`config.mk`:
```
export PLATFORM = sky130hd
export DESIGN_NAME = mux_rr_arbiter
export DESIGN_NICKNAME = d
export VERILOG_FILES = /design/src/rtl/mux_arb_pkg.sv /design/src/rtl/mux_rr_arbiter_rr_pick.sv /design/src/rtl/mux_rr_arbiter.sv
export SDC_FILE = /design/constraint.sdc
export NUM_CORES = 1
export LEC_CHECK = 0
export ABC_AREA = 1
export BUFFER_PORTS_ARGS = -buffer_cell sky130_fd_sc_hd__buf_4
export CAP_MARGIN = 10
export CORE_AREA = 2 2 60 62
export CTS_BUF_LIST = sky130_fd_sc_hd__clkbuf_8
export DETAILED_ROUTE_END_ITERATION = 8
export DIE_AREA = 0 0 62 64
export GPL_TIMING_DRIVEN = 1
export PLACE_DENSITY_LB_ADDON = 0.12
export RECOVER_POWER = 100
export SETUP_SLACK_MARGIN = 0.4
export SLEW_MARGIN = 20
export SYNTH_ARGS = -nofsm -noshare
export SYNTH_HDL_FRONTEND = slang
export SYNTH_SLANG_ARGS = --single-unit
export TNS_END_PERCENT = 50
```
`constraint.sdc`:
```
create_clock -name clk -period 2.1 [get_ports clk]
set_input_delay 0 -clock clk [delete_from_list [all_inputs] [get_ports clk]]
set_output_delay 0 -clock clk [all_outputs]
set_load 0.005 [all_outputs]
```
`src/rtl/mux_arb_pkg.sv`:
```
// mux_arb_pkg: FSM state encoding and select-width helper for mux_rr_arbiter.
package mux_arb_pkg;

    typedef enum logic {
        ST_IDLE = 1'b0,
        ST_HOLD = 1'b1
    } state_e;

    function automatic int clog2(input int n);
        int r;
        r = 0;
        while ((1 << r) < n) r = r + 1;
        return r;
    endfunction

endpackage

```
`src/rtl/mux_rr_arbiter_rr_pick.sv`:
```
// rr_pick: first set request bit strictly after last, searching upward with wrap-around.
module rr_pick #(
    parameter int NREQ = 4,
    parameter int SW   = 2
) (
    input  logic [NREQ-1:0] req,
    input  logic [SW-1:0]   last,
    output logic            any,
    output logic [SW-1:0]   idx,
    output logic [NREQ-1:0] onehot
);

    // Walk from the farthest candidate down so the nearest one after last wins.
    always_comb begin
        any    = |req;
        idx    = '0;
        onehot = '0;
        for (int k = NREQ; k >= 1; k--) begin
            if (req[(int'(last) + k) % NREQ]) begin
                idx    = SW'((int'(last) + k) % NREQ);
                onehot = NREQ'(1) << ((int'(last) + k) % NREQ);
            end
        end
    end

endmodule

```
`src/rtl/mux_rr_arbiter.sv`:
```
// mux_rr_arbiter: round-robin NREQ:1 mux sequencer with a registered valid/ready output.
// Define MUX_ARB_LOCK_EN to let a requester keep the grant across transfers via req_lock.
module mux_rr_arbiter
    import mux_arb_pkg::*;
#(
    parameter  int NREQ = 4,
    parameter  int DW   = 8,
    localparam int SW   = clog2(NREQ)
) (
    input  logic               clk,
    input  logic               rst,
    input  logic [NREQ-1:0]    req_valid,
    input  logic [NREQ*DW-1:0] req_data,
    input  logic [NREQ-1:0]    req_lock,
    output logic [NREQ-1:0]    req_ready,
    output logic               out_valid,
    output logic [DW-1:0]      out_data,
    input  logic               out_ready,
    output logic [SW-1:0]      sel,
    output logic               busy
);

    state_e          state_q, state_d;
    logic [DW-1:0]   out_data_q, out_data_d;
    logic [SW-1:0]   sel_q, sel_d, last_q, last_d;
    logic            pick_any, accept, done;
    logic [SW-1:0]   pick_idx, grant_idx;
    logic [NREQ-1:0] pick_oh, grant_oh;

    rr_pick #(.NREQ(NREQ), .SW(SW)) u_pick (
        .req    (req_valid),
        .last   (last_q),
        .any    (pick_any),
        .idx    (pick_idx),
        .onehot (pick_oh)
    );

`ifdef MUX_ARB_LOCK_EN
    logic lock_q, lock_d, use_lock;
    // A held lock only overrides round-robin while its owner still has data.
    assign use_lock  = lock_q && req_valid[sel_q];
    assign grant_idx = use_lock ? sel_q : pick_idx;
    assign grant_oh  = use_lock ? NREQ'(1) << sel_q : pick_oh;
    assign lock_d    = (state_q == ST_IDLE) ? (pick_any && req_lock[grant_idx]) : lock_q;

    always_ff @(posedge clk or posedge rst)
        if (rst) lock_q <= 1'b0;
        else     lock_q <= lock_d;
`else
    logic unused_lock;
    assign unused_lock = ^req_lock;
    assign grant_idx   = pick_idx;
    assign grant_oh    = pick_oh;
`endif

    assign accept     = (state_q == ST_IDLE) && pick_any;
    assign done       = (state_q == ST_HOLD) && out_ready;
    assign state_d    = accept ? ST_HOLD : done ? ST_IDLE : state_q;
    assign sel_d      = accept ? grant_idx : sel_q;
    assign out_data_d = accept ? req_data[int'(grant_idx)*DW +: DW] : out_data_q;
    assign last_d     = done ? sel_q : last_q;

    always_ff @(posedge clk or posedge rst)
        if (rst) begin
            state_q    <= ST_IDLE;
            out_data_q <= '0;
            sel_q      <= '0;
            last_q     <= SW'(NREQ - 1);
        end else begin
            state_q    <= state_d;
            out_data_q <= out_data_d;
            sel_q      <= sel_d;
            last_q     <= last_d;
        end

    assign req_ready = (state_q == ST_IDLE) ? grant_oh : '0;
    assign out_valid = (state_q == ST_HOLD);
    assign busy      = (state_q == ST_HOLD);
    assign out_data  = out_data_q;
    assign sel       = sel_q;

endmodule

```
# [Word-level counts from Yosys, hierarchy flattened]
# Cells that the tools add are included.
[op_classes] addsub=4 order_cmp=4 shift=5 mux=23 n_bitwise=5 reduce_logical=8
[op_table] operator="$shl A1 B32 Y4 const A" n=4
[op_table] operator="$shiftx A32 B6 Y8" n=1
[op_table] operator="$mux W4" n=5
[op_table] operator="$lt A3 B4 Y1 const B" n=4
[op_table] operator="$mux W1" n=10
[op_table] operator="$bmux W1 S2" n=4
[op_table] operator="$mux W2" n=4
[op_table] operator="$reduce_or A2 Y1" n=4
[op_table] operator="$add A2 B1 Y2 const B" n=2
[op_table] operator="$add A2 B2 Y2 const B" n=2
[op_table] operator="$and A1 B1 Y1 const A" n=4
[op_table] operator="$reduce_or A4 Y1" n=1
[op_table] operator="$logic_and A1 B1 Y1" n=2
[op_table] operator="$reduce_bool A2 Y1" n=1
[op_table] operator="$not A1 Y1" n=1
[word_totals] ff_bits=13 in_bits=43 out_inout_bits=16 word_cells=53

# [Depth between registers and ports, before layout]
# Gate-level depths: netlist (run 1).
[depth] depth_word=11 mapped_depth=15 depth_no_buf=14

# [Hierarchy]
# A second synthesis (run 1) with hierarchy kept.
[hier_totals] hier_cells=229 hier_area_um2=1341.3
[by_module_without_submodules] mod="mux_rr_arbiter" instances=1 cells_per_inst=143 area_each_um2=897.1
[by_module_without_submodules] mod="rr_pick" instances=1 cells_per_inst=86 area_each_um2=444.2

# [Worst setup path before layout (run 1)]
# Ideal clock, no wire load.
[synth_path] kind="flip-flop to flip-flop" from="reg last_q[0]" to="reg out_data_q[0] (netlist: out_data[0])" setup_ns=0.117 arrival_ns=2.107 required_ns=1.983 setup_slack_ns=-0.124 stages_incl_launch_ff=16 path_buffers=1 synth_period_minus_slack_ns=2.224 path_cell_list="dfstp_2 > inv_4 > ha_1 > inv_1 > nand3_2 > nand2_4 > nand2_4 > nand2_2 > nand2_2 > nand2_4 > buf_12 > nand2_2 > nand3_1 > nand2_1 > nand2_1 > nand2_1"
[synth_between] elab_chain_cells=9
[synth_lines] element="from (decl)" line_no="mux_rr_arbiter.sv:25" source="logic [SW-1:0] sel_q, sel_d, last_q, last_d;"
[synth_lines] element="from (signal assigned)" line_no="mux_rr_arbiter.sv:68" source="last_q <= SW'(NREQ - 1);"
[synth_lines] element="from (signal assigned)" line_no="mux_rr_arbiter.sv:73" source="last_q <= last_d;"
[synth_lines] element="$add A2 B1 Y2" line_no="mux_rr_arbiter_rr_pick.sv:19, mux_rr_arbiter_rr_pick.sv:20"
[synth_lines] element="$bmux W1 S2" line_no="mux_rr_arbiter_rr_pick.sv:19" source="if (req[(int'(last) + k) % NREQ]) begin"
[synth_lines] element="$mux W1 (not written as such) (2 in series)" line_no="mux_rr_arbiter_rr_pick.sv:19"
[synth_lines] element="$mux W2 (3 in series)" line_no="mux_rr_arbiter_rr_pick.sv:19"
[synth_lines] element="$mux W2 *" line_no="mux_rr_arbiter_rr_pick.sv:19"
[synth_lines] element="$shiftx A32 B6 Y8 *" line_no="mux_rr_arbiter.sv:60" source="assign out_data_d = accept ? req_data[int'(grant_idx)*DW +: DW] : out_data_q;"
[synth_lines] element="to (signal assigned)" line_no="mux_rr_arbiter.sv:71" source="out_data_q <= out_data_d;"
[synth_lines] element="to (decl)" line_no="mux_rr_arbiter.sv:24" source="logic [DW-1:0] out_data_q, out_data_d;"
# Every way passes the cells marked *; elsewhere a longest branch is shown, timed or not. The select of a mux whose other input is x is not followed.
# A chain may end at the register's enable or synchronous reset.

# [Final worst setup path (run 1)]
[layout_path] from="reg last_q[1]" to="reg out_data_q[0] (netlist: out_data[0])"
# Same word-level chain as after synthesis.

==> metrics.cfg, run 1 <==
[setup_path]
required_ns = 2.23
timing.rr.start = last_q[1]
critPathMaxStageDelay_ns = 0.55
r2r_cells = 14
arrival_ns = 2.16
rrSetupSlack_ns = 0.07
crit_path_start_kind = flip-flop
crit_slowest_cell = dfstp_2
worst-path-max-fanout = 8
end_kind = flip-flop
crit_top_cell = nand2_2
worstSetupStartpoint = last_q[1]
worstSetupPathType = reg2reg
crit_chain = inv_4 > ha_4 > inv_4 > nand3_4 > nand2_4 > nand2_2 > nand3_2 > nand2_2 > nand2_4 > clkinvlp_4 > nand3_2 > nand2_2 > nand2_1 > nand2_1
crit_path_end = out_data[0]
timing.rr.end = out_data[0]

[timing]
max_freq_mhz = 492
setup_tns_ns = 0
slew_headroom_pct = 66.8
worst_slack_ns = 0.0693
hold_viol_final = 0
holdWs_ns = 0.0313
finalSetupViolCount = 0
worstMarginPinSlew_ns = 0.496
slew_violations = 0
fin_crit_ns = 2.03
finClkSkew_ns = 0.00101
rsz0062_at_grt = true
finalCritPeriodShare_pct = 96.7

[detailed_routing]
final_antenna_net_count = 0
drc = 0
vias = 1576
wl_per_cell_um = 11.1
drt-initial-drc-count = 68
viasPerCell = 4.72
wl_mm = 3.70
firstDrtPassIters = 4

[floorplanning]
row_count = 21
die_w_um = 62
io_pins = 59
coreArea_sq_um = 3280
die_area_sq_um = 3970
die_y_um = 64
start_util_pct = 43.2

[synth]
synth-adder-area-share_pct = 5.29
syn_area_sq_um = 1420
muxShareOfSynthArea_pct = 0
syn_avg_cell_area_sq_um = 6.45
netlist_instances = 220
synth_top_family_by_area = simple AND/OR/NAND/NOR gates
synth-compound-area-share_pct = 8.55
synthSimpleGateAreaFrac_pct = 45.7
ys.warnings.count = 0
yosysSeqAreaShare_pct = 23.1
synth_nets = 269
synth_cell_types = 24
synth_xor_xnor_area_share_pct = 0
ys_ff_latch = 13

[finish]
final_cell_mix = 55 x nand2_1, 51 x buf_4, 45 x inv_1
layout_commonest_cell = nand2_1
nets = 338
final_area_sq_um = 2190
drive_above_1_share_pct = 45.1
antennaDiodeCount = 0
final-instance-count-excl-fill = 334
fillerInstances = 306
areaGrowthSynthToFinish_pct = 54.6

[power_and_ir_drop]
total_leakage_power_uw = 0.00124
p_per_area_nw_per_um2 = 2010
ir_drop_v = 0.000942

[placement]
placed_area_sq_um = 1960
dp_hpwl_mm = 2.79
dp_slack_ns = 0.0576
io_buffers = 54
gp_congestion = 0.877
dp.cells = 321

[clock_tree]
insertion_delay_ns = 0.24
h-tree-depth = 1
cts_buffers = 3
cts_tree = yes
ctsLongestPathBuffers = 2
root_buffer = clkbuf_8
cts_sinks = 13
path_clk_slew_ns = 0.05

[grt]
track_usage_pct = 19.4
grt-ovfl-total = 0
grt_max_degree = 19
first_global_vias = 1447
grt_antenna_before_repair = 0
grt_pass1_wl_mm = 6.06

[outcome]
outcome = finished, final reports clean

[job]
cap_violations = 0

[worst_hold_path]
hp-class = in2reg

==> metal layers <==
metal | vias to the layer above | GRT usage, % | wire length [um]
met4 | 0 | 1.60 | 17
met1 | 719 | 26.2 | 1720
li1 | 814 | - | -
met2 | 41 | 34.0 | 1800
met5 | - | 0 | 0
met3 | 2 | 1.82 | 166
==> logic make-up (layout without fill, tap and decap cells) <==
family | after synthesis | in the layout
fa+ha+maj | 6 | 6
buf+inv | 56 | 124
simple gates | 125 | 125
compound gates | 20 | 20
flops | 13 | 13
==> registers in the layout, summed over array words and instances (netlist names) <==
| register | count |
|---|---|
| out_data | 8 |
| sel | 2 |
| last_q | 2 |
| busy | 1 |
==> how the worst min path moves through the flow <==
stage	startpoint	to	slack [ns]	cells after the start
after CTS	req_data[22]	out_data[6]	0.03	3
after global placement	rst	out_data[2]	0.06	2
after floorplan	rst	busy	-0.12	1
after detailed placement	rst	sel[0]	0.06	2
final	req_data[22]	out_data[6]	0.03	3
after global routing	req_data[22]	out_data[6]	0.04	3
==> synthesized netlist by cell type <==
master	n	area (sq um)
nand2_2	12	75.1
inv_4	2	12.5
buf_6	1	11.3
nand2_1	59	221
o21ai_0	5	25.0
o21ai_2	1	8.76
o221ai_1	2	17.5
o211ai_1	4	30.0
nor2_1	4	15.0
nor4_1	1	6.26
dfrtp_1	11	275
buf_4	2	15.0
nand3_2	3	30.0
buf_12	1	20.0
nor2_2	1	6.26
dfstp_2	2	52.6
ha_1	6	75.1
nand2_4	9	101
nand3_4	1	17.5
a21oi_1	8	40.0
nand3_1	35	175
clkbuf_1	1	3.75
inv_1	47	176
inv_2	2	7.51
==> worst max-delay path, delay by kind of cell (launching register included) <==
family        cells  cell delay [ns]
simple gates     10             0.77
buf+inv           3             0.34
flops             1             0.55
fa+ha+maj         1             0.26
==> timing repair <==
action                     CTS  global route
pin swaps                   12            12
hold endpoints to repair    12             0
setup endpoints to repair   14            14
gates resized for setup     17             8
buffers inserted             3             3
hold buffers                 2             0
cloned                       0             1
==> final cells by class <==
| cell class | instances | area [sq um] | share of cell area, % |
|---|---|---|---|
| flip-flops and latches | 13 | 328 | 14.9 |
| clock buffers | 3 | 41.3 | 1.88 |
| inverters | 51 | 208 | 9.47 |
| clock inverters | 1 | 3.75 | 0.171 |
| multi-input cells | 151 | 1000 | 45.7 |
| repair buffers | 69 | 553 | 25.2 |
| well taps | 46 | 57.6 | 2.62 |
==> power breakdown <==
group | internal, uW | switching (uW)
Sequential | 399 | 101
Combinational | 1540 | 2140
Clock | 129 | 86.0
Total | 2070 | 2330
==> per-stage QoR <==
stage / utilization (%) / total power [uW]
after CTS: 64.5 / 4210
after detailed placement: 59.6 / 3650
after global routing: 66.8 / 4800
final: 66.8 / 4400
after global placement: 59.6 / 3640
after floorplan: - / 2910
No activity file was read; power rests on OpenSTA's default activity.
==> inputs of run 2 (changes only) <==
--- a/config.mk
+++ b/config.mk
@@ -13,6 +13,7 @@
 export DETAILED_ROUTE_END_ITERATION = 8
 export DIE_AREA = 0 0 62 64
 export GPL_TIMING_DRIVEN = 1
+export MAX_ROUTING_LAYER = met4
 export PLACE_DENSITY_LB_ADDON = 0.12
 export RECOVER_POWER = 100
 export SETUP_SLACK_MARGIN = 0.4
==> metrics.cfg, run 2 (synthesis gave the netlist of run 1 again) <==
[power_and_ir_drop]
ir_drop_v = 0.000860  ; was 0.000942 V
p_per_area_nw_per_um2 = 1970  ; was 2010 nW/um^2
swShare_pct = 53.4  ; was 53.0%
clockPowerShare_pct = 5.0  ; was 4.9%
p_sw_uw = 2260  ; was 2330 uW
p_comb_share_pct = 83.2  ; was 83.8%
internal_power_uw = 1970  ; was 2070 uW
total_leakage_power_uw = 0.00122  ; was 0.00124 uW
seqPwrFrac_pct = 11.8  ; was 11.4%

[clock_tree]
cts_buffers = 3  ; unchanged
path_clk_slew_ns = 0.06  ; was 0.05 ns
cts_sinks = 13  ; unchanged
root_buffer = clkbuf_8  ; unchanged
insertion_delay_ns = 0.24  ; about the same
cts_tree = yes  ; unchanged
h-tree-depth = 1  ; unchanged
ctsLongestPathBuffers = 2  ; unchanged

[setup_path]
path_delay_family = simple AND/OR/NAND/NOR gates  ; unchanged
critPathMaxStageDelay_ns = 0.55  ; about the same
crit_path_start_kind = flip-flop  ; unchanged
arrival_ns = 2.15  ; was 2.16 ns
worstSetupPathType = reg2reg  ; unchanged
crit_slowest_cell = dfstp_2  ; unchanged
required_ns = 2.23  ; about the same
r2r_cells = 14  ; unchanged
crit_cells = 14  ; unchanged
crit_top_cell = nand2_1  ; was nand2_2
end_kind = flip-flop  ; unchanged
crit_chain = inv_4 > ha_4 > inv_4 > nand3_4 > nand2_4 > nand2_2 > nand3_2 > nand2_2 > nand2_4 > clkinvlp_4 > nand3_1 > nand2_1 > nand2_1 > nand2_1  ; was inv_4 > ha_4 > inv_4 > nand3_4 > nand2_4 > nand2_2 > nand3_2 > nand2_2 > nand2_4 > clkinvlp_4 > nand3_2 > nand2_2 > nand2_1 > nand2_1
worst-path-max-fanout = 8  ; unchanged
crit_buf_inv = 3  ; unchanged

[detailed_routing]
wl_mm = 3.45  ; was 3.70 mm
drt-initial-drc-count = 102  ; was 68
vias = 1512  ; was 1576
viasPerCell = 4.58  ; was 4.72
met1_length_mm = 1.62  ; was 1.72 mm
final_antenna_net_count = 0  ; unchanged
met3_length_um = 183  ; was 166 um
drc = 0  ; unchanged
top_layer_used = met4  ; unchanged
firstDrtPassIters = 4  ; unchanged
wl_per_cell_um = 10.5  ; was 11.1 um
wl_met2_mm = 1.63  ; was 1.80 mm

[finish]
nets = 334  ; was 338
antennaDiodeCount = 0  ; unchanged
fillerInstances = 304  ; was 306
areaGrowthSynthToFinish_pct = 51.3  ; was 54.6%
final_area_sq_um = 2150  ; was 2190 sq um
fin_util_pct = 65.4  ; was 66.8%
drive_above_1_share_pct = 44.7  ; was 45.1%
final_cell_mix = 54 x nand2_1, 46 x buf_4, 45 x inv_1  ; was 55 x nand2_1, 51 x buf_4, 45 x inv_1
largest_register_ffs = 8  ; unchanged
layout_commonest_cell = nand2_1  ; unchanged

[grt]
grt_pass1_wl_mm = 6.03  ; was 6.06 mm
first_global_vias = 1485  ; was 1447
grt-ovfl-total = 0  ; unchanged
track_usage_pct = 19.9  ; was 19.4%
grt_max_degree = 19  ; unchanged
grt_antenna_before_repair = 0  ; unchanged

[timing]
rsz0062_at_grt = true  ; unchanged
hold_viol_final = 0  ; unchanged
max_freq_mhz = 494  ; was 492 MHz
fin_crit_ns = 2.02  ; was 2.03 ns
finalCritPeriodShare_pct = 96.3  ; was 96.7%
worstMarginPinSlew_ns = 0.508  ; was 0.496 ns
finalSetupViolCount = 0  ; unchanged
slew_headroom_pct = 66.0  ; was 66.8%
slew_violations = 0  ; unchanged
finClkSkew_ns = 0.00358  ; was 0.00101 ns

[placement]
io_buffers = 54  ; unchanged
gp_congestion = 0.898  ; was 0.877
dp_hpwl_mm = 2.70  ; was 2.79 mm
placed_area_sq_um = 1960  ; unchanged

[job]
cap_violations = 0  ; unchanged

[floorplanning]
io_pins = 59  ; unchanged
die_w_um = 62  ; unchanged
start_util_pct = 43.2  ; unchanged
die_y_um = 64  ; unchanged
die_area_sq_um = 3970  ; unchanged
coreArea_sq_um = 3280  ; unchanged
row_count = 21  ; unchanged

[outcome]
outcome = finished, final reports clean  ; unchanged

[worst_hold_path]
hp-class = in2reg  ; unchanged
hold_depth = 3  ; unchanged

[run 2: layer usage]
metal | up-vias | global-route usage, %
li1 | 810 | -
met1 | 659 | 25.4
met2 | 41 | 32.7
met3 | 2 | 2.23
met4 | 0 | 5.32
met5 | - | -
[run 2: power by group through the flow]
stage / registers (uW) / clock network, uW / logic [uW]
detailed placement: 497 / 0 / 3160
global placement: 501 / 0 / 3150
CTS: 503 / 221 / 3470
floorplan: 518 / 0 / 2390
global route: 521 / 232 / 3920
finish: 499 / 213 / 3530
[run 2: repair_timing]
action | 4_1_cts | 5_1_grt
buffers inserted | 3 | 0
endpoints found under the hold margin | 12 | 0
pin swaps | 12 | 9
gates resized for setup | 16 | 9
setup endpoints to repair | 14 | 14
hold buffers | 2 | 0
[run 2: final timing paths]
kind / startpoint / end / slack [ns]
min: req_data[22] / out_data[6] / 0.05
min reg2reg: out_data[7] / out_data[7] / 0.48
max: last_q[1] / out_data[4] / 0.08
max in group asynchronous: rst / last_q[0] / 1.41
min in group asynchronous: rst / out_data[0] / 0.34
max reg2reg: last_q[1] / out_data[4] / 0.08
[run 2: cell type report]
cell class / count / area [sq um] / share of cell area [%]
inverter: 51 / 208 / 9.67
multi-input combinational: 151 / 996 / 46.4
timing repair buffer: 65 / 513 / 23.9
sequential: 13 / 328 / 15.3
clock buffer: 3 / 41.3 / 1.92
clock inverter: 1 / 3.75 / 0.175
tap: 46 / 57.6 / 2.68
[run 2: through the flow]
step | power (uW) | hold slack [ns] | TNS (ns) | cells | setup WS, ns
after CTS | 4200 | 0.0307 | 0 | 330 | 0.0678
after global routing | 4670 | 0.0581 | -0.189 | 330 | -0.0345
final | 4240 | 0.0457 | 0 | 330 | 0.0771
after floorplan | 2910 | -0.124 | 0 | 220 | 0.107
after global placement | 3650 | 0.0586 | 0 | 321 | 0.0723
after detailed placement | 3650 | 0.0613 | 0 | 321 | 0.0655
[run 2: worst register-to-register path: cells and delay by family (launching register included)]
kind | cells | cell delay (ns)
buf+inv | 3 | 0.34
flops | 1 | 0.55
simple gates | 10 | 0.77
fa+ha+maj | 1 | 0.26
